**src/rtl/iob_native_rr_arbiter.sv**
```systemverilog
// Round-robin arbiter sharing one IOb-native slave between N_MASTERS requesters.
// The grant is held from request acceptance until the slave completes (write: handshake, read: rvalid).
module iob_native_rr_arbiter #(
    parameter int unsigned N_MASTERS = 2,
    parameter int unsigned ADDR_W    = 32,
    parameter int unsigned DATA_W    = 32
) (
    input  logic                           clk_i,
    input  logic                           cke_i,
    input  logic                           rst_i,
    input  logic [N_MASTERS-1:0]           m_avalid_i,
    input  logic [N_MASTERS*ADDR_W-1:0]    m_addr_i,
    input  logic [N_MASTERS*DATA_W-1:0]    m_wdata_i,
    input  logic [N_MASTERS*DATA_W/8-1:0]  m_wstrb_i,
    output logic [N_MASTERS-1:0]           m_ready_o,
    output logic [N_MASTERS*DATA_W-1:0]    m_rdata_o,
    output logic [N_MASTERS-1:0]           m_rvalid_o,
    output logic                           s_avalid_o,
    output logic [ADDR_W-1:0]              s_addr_o,
    output logic [DATA_W-1:0]              s_wdata_o,
    output logic [DATA_W/8-1:0]            s_wstrb_o,
    input  logic                           s_ready_i,
    input  logic [DATA_W-1:0]              s_rdata_i,
    input  logic                           s_rvalid_i,
    output logic                           busy_o
);

    localparam int unsigned IdxW  = (N_MASTERS > 1) ? $clog2(N_MASTERS) : 1;
    localparam int unsigned StrbW = DATA_W / 8;

    typedef enum logic [1:0] {
        StIdle,
        StReq,
        StWaitR
    } state_e;

    state_e            state_q, state_d;
    logic [IdxW-1:0]   gnt_q, gnt_d;
    logic [IdxW-1:0]   last_q, last_d;

    logic [IdxW-1:0]   rr_pick;
    logic              rr_found;
    logic              lane_avalid;
    logic [ADDR_W-1:0] lane_addr;
    logic [DATA_W-1:0] lane_wdata;
    logic [StrbW-1:0]  lane_wstrb;

    // Search last+1, last+2, ... modulo N_MASTERS for the first requester.
    always_comb begin
        int unsigned idx;
        idx      = 0;
        rr_pick  = '0;
        rr_found = 1'b0;
        for (int unsigned i = 1; i <= N_MASTERS; i++) begin
            idx = (int'(last_q) + i) % N_MASTERS;
            if (!rr_found && m_avalid_i[idx]) begin
                rr_pick  = IdxW'(idx);
                rr_found = 1'b1;
            end
        end
    end

    always_comb begin
        lane_avalid = 1'b0;
        lane_addr   = '0;
        lane_wdata  = '0;
        lane_wstrb  = '0;
        for (int unsigned k = 0; k < N_MASTERS; k++) begin
            if (gnt_q == IdxW'(k)) begin
                lane_avalid = m_avalid_i[k];
                lane_addr   = m_addr_i[k*ADDR_W +: ADDR_W];
                lane_wdata  = m_wdata_i[k*DATA_W +: DATA_W];
                lane_wstrb  = m_wstrb_i[k*StrbW +: StrbW];
            end
        end
    end

    always_comb begin
        state_d    = state_q;
        gnt_d      = gnt_q;
        last_d     = last_q;
        s_avalid_o = 1'b0;
        s_addr_o   = '0;
        s_wdata_o  = '0;
        s_wstrb_o  = '0;
        m_ready_o  = '0;
        m_rvalid_o = '0;

        unique case (state_q)
            StIdle: begin
                if (rr_found) begin
                    gnt_d   = rr_pick;
                    state_d = StReq;
                end
            end
            StReq: begin
                s_avalid_o       = lane_avalid;
                s_addr_o         = lane_addr;
                s_wdata_o        = lane_wdata;
                s_wstrb_o        = lane_wstrb;
                m_ready_o[gnt_q] = s_ready_i;
                if (lane_avalid && s_ready_i) begin
                    last_d  = gnt_q;
                    state_d = (lane_wstrb == '0) ? StWaitR : StIdle;
                end else if (!lane_avalid) begin
                    // Master withdrew before acceptance: release without moving priority.
                    state_d = StIdle;
                end
            end
            StWaitR: begin
                if (s_rvalid_i) begin
                    m_rvalid_o[gnt_q] = 1'b1;
                    state_d           = StIdle;
                end
            end
            default: state_d = StIdle;
        endcase

        // Outputs are forced quiet while reset is held, even mid-transaction.
        if (rst_i) begin
            s_avalid_o = 1'b0;
            s_addr_o   = '0;
            s_wdata_o  = '0;
            s_wstrb_o  = '0;
            m_ready_o  = '0;
            m_rvalid_o = '0;
        end
    end

    assign m_rdata_o = rst_i ? '0 : {N_MASTERS{s_rdata_i}};
    assign busy_o    = !rst_i && (state_q != StIdle);

    always_ff @(posedge clk_i) begin
        if (rst_i) begin
            state_q <= StIdle;
            gnt_q   <= '0;
            last_q  <= IdxW'(N_MASTERS - 1);
        end else if (cke_i) begin
            state_q <= state_d;
            gnt_q   <= gnt_d;
            last_q  <= last_d;
        end
    end

endmodule
```
**config.mk**
```make
export PLATFORM = sky130hd
export DESIGN_NAME = iob_native_rr_arbiter
export DESIGN_NICKNAME = d
export VERILOG_FILES = /design/src/rtl/iob_native_rr_arbiter.sv
export SDC_FILE = /design/constraint.sdc
export NUM_CORES = 1
export LEC_CHECK = 0
export CAP_MARGIN = 20
export CORE_AREA = 4 4 120 122
export DETAILED_ROUTE_END_ITERATION = 7
export DIE_AREA = 0 0 124 126
export GPL_TIMING_DRIVEN = 0
export SYNTH_ARGS = -nofsm -noshare
export SYNTH_HDL_FRONTEND = slang
export SYNTH_SLANG_ARGS = --single-unit
```
**constraint.sdc**
```tcl
create_clock -name clk_i -period 2.9 [get_ports clk_i]
set_clock_uncertainty 0.2 [all_clocks]
set_input_delay 0.87 -clock clk_i [delete_from_list [all_inputs] [get_ports clk_i]]
set_output_delay 0.87 -clock clk_i [all_outputs]
set_load 0.02 [all_outputs]
```
Word-level counts from Yosys, hierarchy flattened
Index checks and enable logic that the tools add are counted.
{"block": "word_totals", "inputBits": 175, "output_inout_bits": 138, "regBits": 4, "wordCells": 61}
{"block": "op_classes", "eq_ne": 5, "n_bitwise": 1, "n_lt_le_gt_ge": 4, "n_addsub": 2, "mux": 34, "n_reduce_logical": 12}
{"cell": "$mux W32", "count": 6}
{"cell": "$mux W64", "count": 1}
{"cell": "$mux W2", "count": 10}
{"cell": "$mux W1", "count": 12}
{"cell": "$mux W4", "count": 3}
{"cell": "$lt A1 B2 Y1 const B", "count": 3}
{"cell": "$pmux W2 S3", "count": 1}
{"cell": "$reduce_and A3 Y1", "count": 2}
{"cell": "$logic_and A1 B1 Y1", "count": 4}
{"cell": "$logic_not A4 Y1", "count": 1}
{"cell": "$ne A2 B2 Y1 const B", "count": 2}
{"cell": "$reduce_and A4 Y1", "count": 1}
{"cell": "$ne A3 B3 Y1 const B", "count": 1}
{"cell": "$add A1 B1 Y1 const B", "count": 2}
{"cell": "$and A2 B2 Y2", "count": 1}
{"cell": "$eq A2 B1 Y1 const B", "count": 1}
{"cell": "$eq A2 B2 Y1 const B", "count": 1}
{"cell": "$logic_not A1 Y1", "count": 2}
{"cell": "$logic_not A2 Y1", "count": 1}
{"cell": "$reduce_bool A2 Y1", "count": 1}
{"cell": "$demux W1 S1", "count": 1}
{"cell": "$ge A1 B1 Y1 const B", "count": 1}

Depth between registers and ports, before layout
{"block": "depth", "ltp_word": 9, "ltp_mapped": 5, "mapped_depth_nobuf": 3}

Worst setup path after synthesis
No wires, ideal clock.
{"block": "synth_path", "path_kind": "input-to-output", "start": "input port rst_i", "end": "output port s_addr_o[21]", "cell_stages": 5, "arrival_ns": 1.902, "n_path_buf": 3, "setup_slack_ns": -0.072, "required_time_ns": 1.830, "path_cell_list": "or3b_1 -> buf_2 -> buf_6 -> buf_6 -> nor2_1"}
{"block": "synth_via", "elab_chain_len": 1}
{"item": "start: declaration", "line": "10", "rtl": "input logic rst_i,"}
{"item": "$mux W32", "line": "120", "rtl": "if (rst_i) begin"}
{"item": "end: declaration", "line": "19", "rtl": "output logic [ADDR_W-1:0] s_addr_o,"}
No other way between the ends.

Worst setup path after layout
{"block": "layout_path", "start": "input port rst_i", "end": "output port s_wdata_o[16]"}
{"block": "layout_via", "elab_chain_len": 1}
{"item": "$mux W32", "line": "120"}
{"item": "end: declaration", "line": "20", "rtl": "output logic [DATA_W-1:0] s_wdata_o,"}
No other way between the ends.

==> results <==
[what timing repair did]
action,4_1_cts,5_1_grt
pin swaps,54,17
buffers inserted,13,3
gates resized for setup,816,67
gates cloned,7,0
endpoints found under the setup margin,138,118
[cell families (layout without fill, tap and decap cells)]
family                 count (synthesis)  count (layout)
buffers and inverters                 53             389
flip-flops                             4               4
AND/OR/NAND/NOR                      122             122
multiplexers                          69              69
AO/OA/AOI/OAI                         11              11
[cell type report]
cell class              instances  area [sq um]  share of cell area
plain buffers                  52           497              0.0807
clock buffers                   3          75.1              0.0122
multi-input cells             202          2000               0.325
flip-flops and latches          4          80.1              0.0130
well taps                     176           220              0.0358
repair buffers                334          3280               0.533
[layer usage]
metal | track usage | wire length [um] | vias to the layer above
met3 | 0.0543 | 1480 | 18
met5 | 0 | 0 | -
met2 | 0.302 | 7070 | 197
met1 | 0.153 | 4180 | 1420
met4 | 0.0406 | 212 | 0
li1 | - | - | 1506
[worst max-delay path: stages]
cell,delay [ns]
buf_8,0.10
or3b_1,0.38
buf_6,0.16
buf_4,0.19
buf_12,0.14
nor2_4,0.08
buf_6,0.12
[per-stage QoR]
step	TNS, ns	power, mW	setup slack [ns]	instance area (sq um)
after global routing	-14.56	1.26	-0.253	6160
after detailed placement	-145.28	0.832	-1.32	5190
final	-11.82	1.20	-0.205	6160
after CTS	-11.28	1.21	-0.291	6260
after floorplan	-3.64	0.388	-0.0716	1850
after global placement	-144.52	0.822	-1.33	5190
[sequential cells by signal (all words and copies together) (netlist names)]
name	flops
last_q	1
gnt_q	1
state_q	2
[where the power goes]
group,internal [mW],total (mW),switching (mW),leakage (nW)
registers,0.0603,0.0648,0.00450,0.0329
clock network,0.177,0.219,0.0430,0.0370
logic,0.514,0.912,0.398,2.48
total,0.751,1.20,0.445,2.55
[final timing paths]
| kind | endpoint | slack (ns) | cells after the start |
|---|---|---|---|
| max | s_wdata_o[16] | -0.21 | 7 |
| min | last_q | 0.40 | 2 |
| max reg2reg | state_q[0] | 1.37 | 4 |
| min reg2reg | last_q | 0.40 | 2 |
[cells in the final DEF, fill, tap and decap left out, drive strengths merged, types with 2 or more instances in the layout]
cell           count
buf              176
clkdlybuf4s50    173
nor2              73
mux2i             69
nor2b             33
clkbuf            30
clkdlybuf4s15      8
dfxtp              4
nand2              3
o21ai              3
nor3b              2
and4b              2
a21oi              2
dlygate4sd2        2
==> run_results.csv <==
group,metric,value,unit
outcome,status,"finished with violations",
outcome,violations,"negative setup slack",
logic_synthesis,synth_compound_area_frac,0.0413,
floorplan,die_w,124,um
cts,clock_latency,0.23,ns
finish,final_cells,771,
detailed_routing,via_per_inst,4.07,
logic_synthesis,yosys_warnings,0,
floorplan,die_h,126,um
hold_path,worstHoldPathType,"register to register",
detailed_routing,routed_wl,12900,um
logic_synthesis,ys_top_cells_by_area,"mux2i_1 (39%), nor2_1 (15%), buf_4 (13%)",
power_and_ir_drop,ir_worst_vdd,0.0000920,V
worst_setup_path,crit_type,"input pin to output port",
floorplan,start_util,0.136,
logic_synthesis,synth_top_family_by_area,"multiplexers",
finish,syn2layout_area_growth,244,%
hold_path,hold_path.startpoint,"last_q",
finish,drive_above_1_share,0.513,
detailed_routing,num_vias,3141,
floorplan,core,13200,sq um
timing,relSlewSlack,0.527,
logic_synthesis,synth_top_area_share,0.386,
logic_synthesis,synth_edf_count,0,
logic_synthesis,yosysMostFrequentCell,"nor2_1",
logic_synthesis,ys_types,28,
placement,placed_cells,747,
timing,min_period,3.11,ns
finish,postLayoutCoreUtil,0.467,
cts,cts-root-buf,"clkbuf_16",
logic_synthesis,netlist_top_cells_count,"nor2_1 (73), mux2i_1 (69), nor2b_1 (33)",
power_and_ir_drop,p_leak,2.55,nW
detailed_routing,ant_nets,0,
timing,fin_hold_ws,0.400,ns
worst_setup_path,end_kind,"output port",
global_route,gr-total-overflow,0,
logic_synthesis,synth.largest_area_cell,"mux2i_1",
global_route,grt_pass1_wl,18800,um
cts,clk_transition_reported_paths,0.03,ns
cts,clock_path_buffers,2,
timing,fmax,322,MHz
global_route,grt_max_degree,11,
logic_synthesis,syn_inst,259,
cts,clkSinkCount,4,
finish,fillers,1314,
cts,htree_num_levels,1,
logic_synthesis,synth_nets,434,
logic_synthesis,synth_fa_ha_area_frac,0,
detailed_routing,wl_per_cell,16.8,um
logic_synthesis,synth_area,1790,sq um
placement,portBuffers,312,
timing,worstMarginPinSlew,0.710,ns
global_route,antenna_found_initial,0,
worst_setup_path,cp-startpoint,"rst_i",
cts,cts_tree,"yes",
worst_setup_path,critPathLaunchType,"input pin",
logic_synthesis,avgSynthCellArea,6.91,sq um
logic_synthesis,synth-main-ff-cell,"dfxtp_1",
detailed_routing,dr.first_iter.drc_count,46,
global_route,gr-usage-all-layers,0.156,
logic_synthesis,ys_seq_area_frac,0.0448,
floorplan,ios,313,
timing,final_hold_viol_count,0,
finish,diodes,0,
placement,place_congestion,0.806,
logic_synthesis,synth_xor_xnor_area_share,0,
logic_synthesis,async_flop_share,0,
timing,period_share,1.07,
worst_setup_path,crit_arrival,2.04,ns
logic_synthesis,yosys.area_share.simple,0.336,
finish,fin_nets,772,
worst_setup_path,worst-path-max-fanout,7,
logic_synthesis,ys_ff_latch,4,
worst_setup_path,timing.rr.start,"gnt_q",
power_and_ir_drop,p_per_area,194,nW/um^2
global_route,grt_pass1_vias,3427,
logic_synthesis,synth.area.mux_share,0.386,
floorplan,fp.dieArea,15600,sq um
timing,setup_violations,70,
cts,postCtsHoldBufs,0,
detailed_routing,dr.pass1.iters,4,
floorplan,rows,42,
worst_setup_path,crit_required,1.83,ns
detailed_routing,drc,0,
cts,cts_buffers,3,
flow_run,maxCapViolCount,0,
timing,fin_ws,-0.205,ns
placement,dp_hpwl,10500,um
timing,rsz0062_at_grt,"yes",
timing,drv_slew,0,
Power figures use the tool's default switching activity.
